## src/rtl/ucca_config.sv

```systemverilog
// ucca_config: bus-programmed UCCA compartment bounds with arm/freeze FSM and violation log
module ucca_config (
    input  logic        clk,
    input  logic        rst_n,
    input  logic        per_en,
    input  logic [1:0]  per_we,
    input  logic [13:0] per_addr,
    input  logic [15:0] per_din,
    output logic [15:0] per_dout,
    input  logic [15:0] pc,
    input  logic        ucca_viol,
    output logic [15:0] ucc_min,
    output logic [15:0] ucc_max,
    output logic        ucc_armed
);
    localparam logic [15:0] CONF_BASE = 16'h0160;
    localparam logic [13:0] BASE_W    = CONF_BASE[14:1];

    typedef enum logic [1:0] {IDLE = 2'b00, STAGED = 2'b01, ARMED = 2'b10, BAD = 2'b11} state_t;

    state_t      r_state, w_state_nxt;
    logic [15:0] r_min, r_max, r_viol_pc, r_viol_cnt;
    logic        r_cfg_err, r_tamper, r_viol_seen, r_viol_q;

    logic        w_sel, w_wr, w_wr_min, w_wr_max, w_wr_ctrl;
    logic        w_armed, w_arm, w_clr, w_cfg_ok, w_log;
    logic [2:0]  w_off;
    logic [15:0] w_status;

    assign w_sel     = per_en && (per_addr >= BASE_W) && (per_addr <= BASE_W + 14'd5);
    assign w_off     = per_addr[2:0] - BASE_W[2:0];
    assign w_wr      = w_sel && (per_we == 2'b11);
    assign w_wr_min  = w_wr && (w_off == 3'd0);
    assign w_wr_max  = w_wr && (w_off == 3'd1);
    assign w_wr_ctrl = w_wr && (w_off == 3'd2);
    assign w_armed   = (r_state == ARMED);
    assign w_arm     = w_wr_ctrl && per_din[0] && !w_armed;
    assign w_clr     = w_wr_ctrl && per_din[1] && !w_armed;
    assign w_cfg_ok  = (r_min <= r_max) && !r_min[0] && !r_max[0];
    assign w_log     = w_armed && ucca_viol && !r_viol_q;
    assign w_status  = {11'd0, r_viol_seen, r_tamper, r_cfg_err, r_state};

    assign ucc_armed = w_armed;
    assign ucc_min   = w_armed ? r_min : 16'hFFFF;
    assign ucc_max   = w_armed ? r_max : 16'h0000;

    // State register; ARMED is only left through reset
    always_ff @(posedge clk or negedge rst_n) begin
        if (!rst_n) r_state <= IDLE;
        else        r_state <= w_state_nxt;
    end

    // Next state: staging on bound writes, arming only from STAGED with a valid window
    always_comb begin
        w_state_nxt = r_state;
        case (r_state)
            IDLE:    w_state_nxt = (w_wr_min || w_wr_max) ? STAGED : IDLE;
            STAGED:  w_state_nxt = (w_arm && w_cfg_ok) ? ARMED : STAGED;
            ARMED:   w_state_nxt = ARMED;
            default: w_state_nxt = IDLE;
        endcase
    end

    // Bound registers, frozen once armed
    always_ff @(posedge clk or negedge rst_n) begin
        if (!rst_n) begin
            r_min <= 16'h0000;
            r_max <= 16'h0000;
        end else begin
            if (w_wr_min && !w_armed) r_min <= per_din;
            if (w_wr_max && !w_armed) r_max <= per_din;
        end
    end

    // Config error and tamper flags; clear is applied before the ARM evaluation
    always_ff @(posedge clk or negedge rst_n) begin
        if (!rst_n) begin
            r_cfg_err <= 1'b0;
            r_tamper  <= 1'b0;
        end else begin
            if (w_arm) r_cfg_err <= !((r_state == STAGED) && w_cfg_ok);
            if (w_clr) r_tamper <= 1'b0;
            else if (w_armed && (w_wr_min || w_wr_max || w_wr_ctrl)) r_tamper <= 1'b1;
        end
    end

    // Violation log: rising edges of ucca_viol while armed, saturating count
    always_ff @(posedge clk or negedge rst_n) begin
        if (!rst_n) begin
            r_viol_q    <= 1'b0;
            r_viol_pc   <= 16'h0000;
            r_viol_cnt  <= 16'h0000;
            r_viol_seen <= 1'b0;
        end else begin
            r_viol_q <= ucca_viol;
            if (w_clr) begin
                r_viol_pc   <= 16'h0000;
                r_viol_cnt  <= 16'h0000;
                r_viol_seen <= 1'b0;
            end else if (w_log) begin
                r_viol_pc   <= pc;
                r_viol_cnt  <= (r_viol_cnt == 16'hFFFF) ? 16'hFFFF : r_viol_cnt + 16'd1;
                r_viol_seen <= 1'b1;
            end
        end
    end

    // Combinational read mux; zero when the window is not selected
    always_comb begin
        per_dout = 16'h0000;
        if (w_sel) begin
            case (w_off)
                3'd0:    per_dout = r_min;
                3'd1:    per_dout = r_max;
                3'd3:    per_dout = w_status;
                3'd4:    per_dout = r_viol_pc;
                3'd5:    per_dout = r_viol_cnt;
                default: per_dout = 16'h0000;
            endcase
        end
    end
endmodule

```

## config.mk

```make
export PLATFORM = sky130hd
export DESIGN_NAME = ucca_config
export DESIGN_NICKNAME = d
export VERILOG_FILES = /design/src/rtl/ucca_config.sv
export SDC_FILE = /design/constraint.sdc
export NUM_CORES = 1
export LEC_CHECK = 0
export CAP_MARGIN = 20
export CORE_ASPECT_RATIO = 1.75
export CORE_MARGIN = 8
export CORE_UTILIZATION = 30
export CTS_CLUSTER_SIZE = 24
export DETAILED_ROUTE_END_ITERATION = 12
export MAX_ROUTING_LAYER = met4
export SETUP_SLACK_MARGIN = 0.2
export SLEW_MARGIN = 40
export SYNTH_ARGS = -nofsm -noshare
export SYNTH_HDL_FRONTEND = slang
export SYNTH_SLANG_ARGS = --single-unit
```

## constraint.sdc

```tcl
create_clock -name clk -period 2.2 [get_ports clk]
set_clock_uncertainty 0.1 [all_clocks]
set_input_delay 0.33 -clock clk [delete_from_list [all_inputs] [get_ports clk]]
set_output_delay 0.33 -clock clk [all_outputs]
set_load 0.02 [all_outputs]
```

==> impl_metrics.tcl, run 1 <==
set metrics [dict create \
    nets 711 \
    grt_max_degree 35 \
    die_h_um 175.1 \
    cts_max_path_buffers 2 \
    post-place-cells 784 \
    grtUsageMet2 0.2972 \
    synth_seq_cells 70 \
    yosys-top-cells-count "dfrtp_1, nand2_1, nor2_1" \
    crit_arrival_ns 2.41 \
    fin_crit_ns 2.289 \
    die_area_mm2 0.01873 \
    vias_per_cell 5.206 \
    dieWidth_um 106.9 \
    grtUsageTotal 0.1637 \
    tightest_slew_ns 0.5260 \
    io_pins 101 \
    top_usage_layer "met2" \
    filler_cell_count 1290 \
    hold_viol_final 0 \
    synth_area_leader_cell "dfrtp_1" \
    grt_pass1_wl_um 23310 \
    drc 0 \
    grt_overflow_total 0 \
    drt_iter0_markers 167 \
    area_delta_synth_final_pct 64.87 \
    syn_area_per_cell_um2 9.418 \
    antenna_found_initial 0 \
    core_area_mm2 0.01430 \
    wl_um 15920 \
    end_kind "flop" \
    use_met1 0.1581 \
    ys_top_cells_by_area "dfrtp_1, mux2_2, ha_1" \
    start_kind "flop" \
    initial_core_util 0.3037 \
    crit_required_ns 2.32 \
    clock-sinks 70 \
    final_antenna_net_count 0 \
    use_met3 0.02656 \
    drive_above_1_share 0.4730 \
    min_path_type "in -> async" \
    synth.area.mux_share 0.1530 \
    async_flop_share 1.000 \
    rsz0062_at_grt "true" \
    synth-xor-area-share 0 \
    synth_most_common_cell "dfrtp_1" \
    netlist_area_mm2 0.004342 \
    powerDensity_mw_per_mm2 528.6 \
    synth_top_family_by_area "simple AND/OR/NAND/NOR gates" \
    synth_cell_types 53 \
    synth-simple-area-share 0.2305 \
    synth_compound_area_frac 0.1164 \
    drv_slew 0 \
    synth_edf_count 0 \
    synth-adder-area-share 0.04899 \
    io_buffers 100 \
    synth_nets 530 \
    outcome "finished, violations left" \
    cts_root_buf "clkbuf_16" \
    finalWorstSetupSlack_ns -0.08905 \
    setup_viol 3 \
    rows 58 \
    hpwl_um 11420 \
    synthCells 461 \
    p_leak_nw 3.105 \
    drtPass1Iterations 4 \
    fin_crit_sh 1.040 \
    synth_flop_cell "dfrtp_1" \
    place.gp.congestion 0.9225 \
    violations "setup timing" \
    crit_fanout 3 \
    max_slew_margin 0.6494 \
    htreeDepth 3 \
    cts_tree "built" \
    cts.clk_slew.worst_paths_ns 0.06 \
    ys_seq_area_frac 0.4035 \
    cts_buffers 9 \
    num_vias 4305 \
    ir_drop_uv 322.8 \
    grt_pass1_vias 4460 \
    critPathKind "reg -> reg" \
    fmax_mhz 436.9 \
    maxCapViolCount 0 \
    synth_warnings 0 \
    clk_latency_ns 0.34 \
    fin_cells 827 \
    power_mw 3.784 \
    num_antenna_cells 0 \
    wire_per_inst_um 19.24 \
    synth.top_cell.area_share 0.4035 \
]
## placed cells by master, fill, tap and decap left out, types with 5 or more instances in the layout
master / n
nor3_1: 5
clkdlybuf4s15_1: 9
ha_1: 13
clkdlybuf4s50_1: 35
a21oi_1: 12
a21oi_2: 15
buf_4: 79
buf_12: 8
buf_2: 19
nand3_1: 13
and4_1: 7
nor3_4: 6
dlygate4sd2_1: 14
inv_2: 5
nand2b_1: 16
clkbuf_16: 13
mux2_2: 22
buf_6: 21
a22oi_2: 11
nor2_1: 33
nand4_1: 7
mux4_2: 5
o21ai_2: 18
nand2_1: 51
dfrtp_1: 69
inv_1: 14
o21ai_0: 9
nor2_4: 15
mux2_4: 21
## critical path, cell delays in order (launching register included)
cell and delay (ns):
dfrtp_1 0.38, inv_2 0.06, ha_4 0.26, nand4_1 0.18, buf_4 0.20, or4_4 0.51
a21oi_4 0.16, nor4_2 0.07, nor4_2 0.25
## flip-flops by register name, summed over array words and instances (netlist names)
signal and flops:
r_viol_pc 16, r_cfg_err 1, r_tamper 1, r_state 2, r_viol_cnt 16, r_min 16
r_max 16, r_viol_seen 1, r_viol_q 1
## layout make-up
type / count / area (um2) / share of cell area
clock inverter: 5 / 57.56 / 0.008041
inverter: 20 / 75.07 / 0.01049
sequential: 70 / 1753 / 0.2449
tap: 180 / 225.2 / 0.03146
multi-input combinational: 344 / 2967 / 0.4144
timing repair buffer: 197 / 1838 / 0.2568
clock buffer: 11 / 242.7 / 0.03391
## cells by family after synthesis
kind of cell | after synthesis
simple gates | 191
compound gates | 85
flops | 70
mux | 51
buf+inv | 47
fa+ha+maj | 17
## through the flow
stage               worst slack (ns)  utilization  cell area (um2)  setup TNS (ns)  hold WS (ns)
detailed placement           -0.7269       0.4228             6045          -23.48        0.2373
CTS                         -0.09971       0.4650             6648         -0.2351        0.4193
global placement             -0.6930       0.4228             6045          -22.61        0.2264
finish                      -0.08905       0.5007             7158         -0.2606        0.4051
floorplan                     0.1727            -             4344               0      -0.06559
global route                 -0.1640       0.5007             7158         -0.4638        0.4421
## report_power, final
group | internal, mW | total, mW | switching [mW]
sequential | 1.45 | 1.60 | 0.148
clock | 0.910 | 1.46 | 0.546
combinational | 0.384 | 0.729 | 0.346
total | 2.74 | 3.78 | 1.04
## worst paths after layout
| kind | cells after the start | endpoint | slack (ns) | from |
|---|---|---|---|---|
| worst max-delay path | 8 | r_state[0] | -0.09 | r_max[14] |
| worst min-delay path | 2 | r_min[2] | 0.41 | rst_n |
| worst max register to register | 8 | r_state[0] | -0.09 | r_max[14] |
| worst min register to register | 2 | r_viol_seen | 0.43 | r_viol_seen |
| max in group asynchronous | 3 | r_viol_cnt[3] | 0.91 | rst_n |
| min in group clk | 2 | r_viol_seen | 0.43 | r_viol_seen |
## routing by layer
metal	vias up	wire, um
met5	-	0
met4	0	886
met3	60	709
met2	142	8594
met1	2087	5724
li1	2016	-
## repair_timing
item | in CTS | in global routing
pin swaps | 13 | 49
hold endpoints to repair | 19 | 0
gates cloned | 2 | 5
resized for setup | 236 | 151
buffers inserted | 13 | 6
hold buffers | 1 | 0
endpoints found under the setup margin | 97 | 58
No activity file was read; power rests on OpenSTA's default activity.
==> run 2: changes to the inputs <==
SKIP_CTS_REPAIR_TIMING = 1   (was unset)
==> run 2 against run 1 <==
  * Sequential share of layout area increased by 0.42 points
  * Largest power group unchanged
  * Highest routed layer unchanged
  * Final cell count down 0.12%
  * Critical path depth stayed put
  * Via count shrank 0.98%
  * Final area shrank 1.6%
  * Largest cell class unchanged
  * The run still ends with setup timing left
  * Maximum frequency rose by 1.9%
  * Utilization shrank 0.81 points
==> impl_metrics.tcl, run 2 (synthesized netlist as in run 1, its figures left out) <==
set metrics [dict create \
    outcome "finished, violations left" \
    violations "setup timing" \
    clk_latency_ns 0.34 \
    cp-startpoint "r_max[15]" \
    initial_core_util 0.3037 \
    grt_max_degree 35 \
    area_delta_synth_final_pct 62.19 \
    crit_arrival_ns 2.36 \
    final_antenna_net_count 0 \
    ff2ff_path_depth 8 \
    tightest_slew_ns 0.5191 \
    wire_per_inst_um 18.64 \
    grt_pass1_vias 4340 \
    cts.clk_slew.worst_paths_ns 0.06 \
    die_h_um 175.1 \
    max_slew_margin 0.6539 \
    hold_viol_final 0 \
    crit_fanout 4 \
    rows 58 \
    drv_slew 0 \
    fmax_mhz 445.3 \
    place.gp.congestion 0.9225 \
    fin_util 0.4926 \
    final_cell_mix "buf_4, dfrtp_1, nor2_1" \
    start_kind "flop" \
    core_area_mm2 0.01430 \
    clock-sinks 70 \
    cts_max_path_buffers 2 \
    cts_buffers 9 \
    reg2reg_slack_ns -0.05 \
    finalWorstSetupSlack_ns -0.04589 \
    crit_end "r_cfg_err" \
    die_area_mm2 0.01873 \
    dieWidth_um 106.9 \
    critPathKind "reg -> reg" \
    ir_drop_uv 323.8 \
    drive_above_1_share 0.3854 \
    io_pins 101 \
    grtUsageTotal 0.1575 \
    fin_crit_sh 1.021 \
    rsz0062_at_grt "true" \
    maxCapViolCount 0 \
    r2r-end "r_cfg_err" \
    drc 0 \
    setup_viol 2 \
    vias_per_cell 5.161 \
    antenna_found_initial 0 \
    min_path_type "in -> async" \
    mostFrequentLayoutCell "buf_4" \
    end_kind "flop" \
    grt_overflow_total 0 \
    num_antenna_cells 0 \
    num_vias 4263 \
    wl_um 15390 \
    powerDensity_mw_per_mm2 518.7 \
    nets 710 \
    io_buffers 100 \
    drt_iter0_markers 139 \
    whs_ns 0.4049 \
    reg2reg_from "r_max[15]" \
    fin_crit_ns 2.246 \
    drtPass1Iterations 4 \
    crit_required_ns 2.32 \
    grt_pass1_wl_um 22510 \
    cts_tree "built" \
    fin_tns_setup_ns -0.07794 \
    cts_root_buf "clkbuf_16" \
    power_mw 3.653 \
    htreeDepth 3 \
    hpwl_um 11420 \
    p_leak_nw 3.404 \
]
==> run 2: report_power, final <==
part / total (mW) / switching (mW) / leakage (nW) / internal, mW
Combinational: 0.586 / 0.281 / 2.32 / 0.306
Sequential: 1.60 / 0.151 / 0.930 / 1.45
Clock: 1.47 / 0.555 / 0.150 / 0.910
==> run 2: cell type report <==
type / count / area (um2)
Timing Repair Buffer: 196 / 1949
Clock buffer: 11 / 242.7
Fill cell: 1314 / 7254
Sequential cell: 70 / 1754
Inverter: 20 / 75.07
Tap cell: 180 / 225.2
Multi-Input combinational cell: 344 / 2738
Clock inverter: 5 / 57.56
==> run 2: worst max-delay path: stages, from the launching register on <==
cell and delay, ns:
dfrtp_1 0.39, inv_1 0.13, ha_4 0.23, nand4_1 0.10, buf_4 0.15, nor3_1 0.05
a311o_1 0.33, or3_4 0.36, o31a_1 0.30
==> run 2: worst min-delay path by stage <==
stage / start / endpoint / slack [ns] / cells after the start
finish: rst_n / r_min[2] / 0.40 / 2
floorplan: rst_n / r_cfg_err / -0.07 / 0
CTS: rst_n / r_min[2] / -0.12 / 1
detailed placement: rst_n / r_min[3] / 0.24 / 1
global placement: rst_n / r_min[3] / 0.23 / 1
global route: rst_n / r_min[2] / 0.44 / 2
==> run 2: metrics by stage <==
step,instances,area [um2],setup slack (ns)
2_1_floorplan,461,4344,0.1727
3_5_place_dp,784,6045,-0.7269
6_report,826,7042,-0.04589
5_1_grt,826,7042,-0.1168
3_3_place_gp,784,6045,-0.6930
4_1_cts,800,6345,-0.7337
==> run 2: per-layer routing <==
layer | share of wire | up-vias | global-route usage
met3 | 0.044 | 42 | 0.02582
met2 | 0.55 | 154 | 0.2806
li1 | - | 2001 | -
met5 | 0 | - | -
met1 | 0.37 | 2066 | 0.1553
met4 | 0.038 | 0 | 0.09499
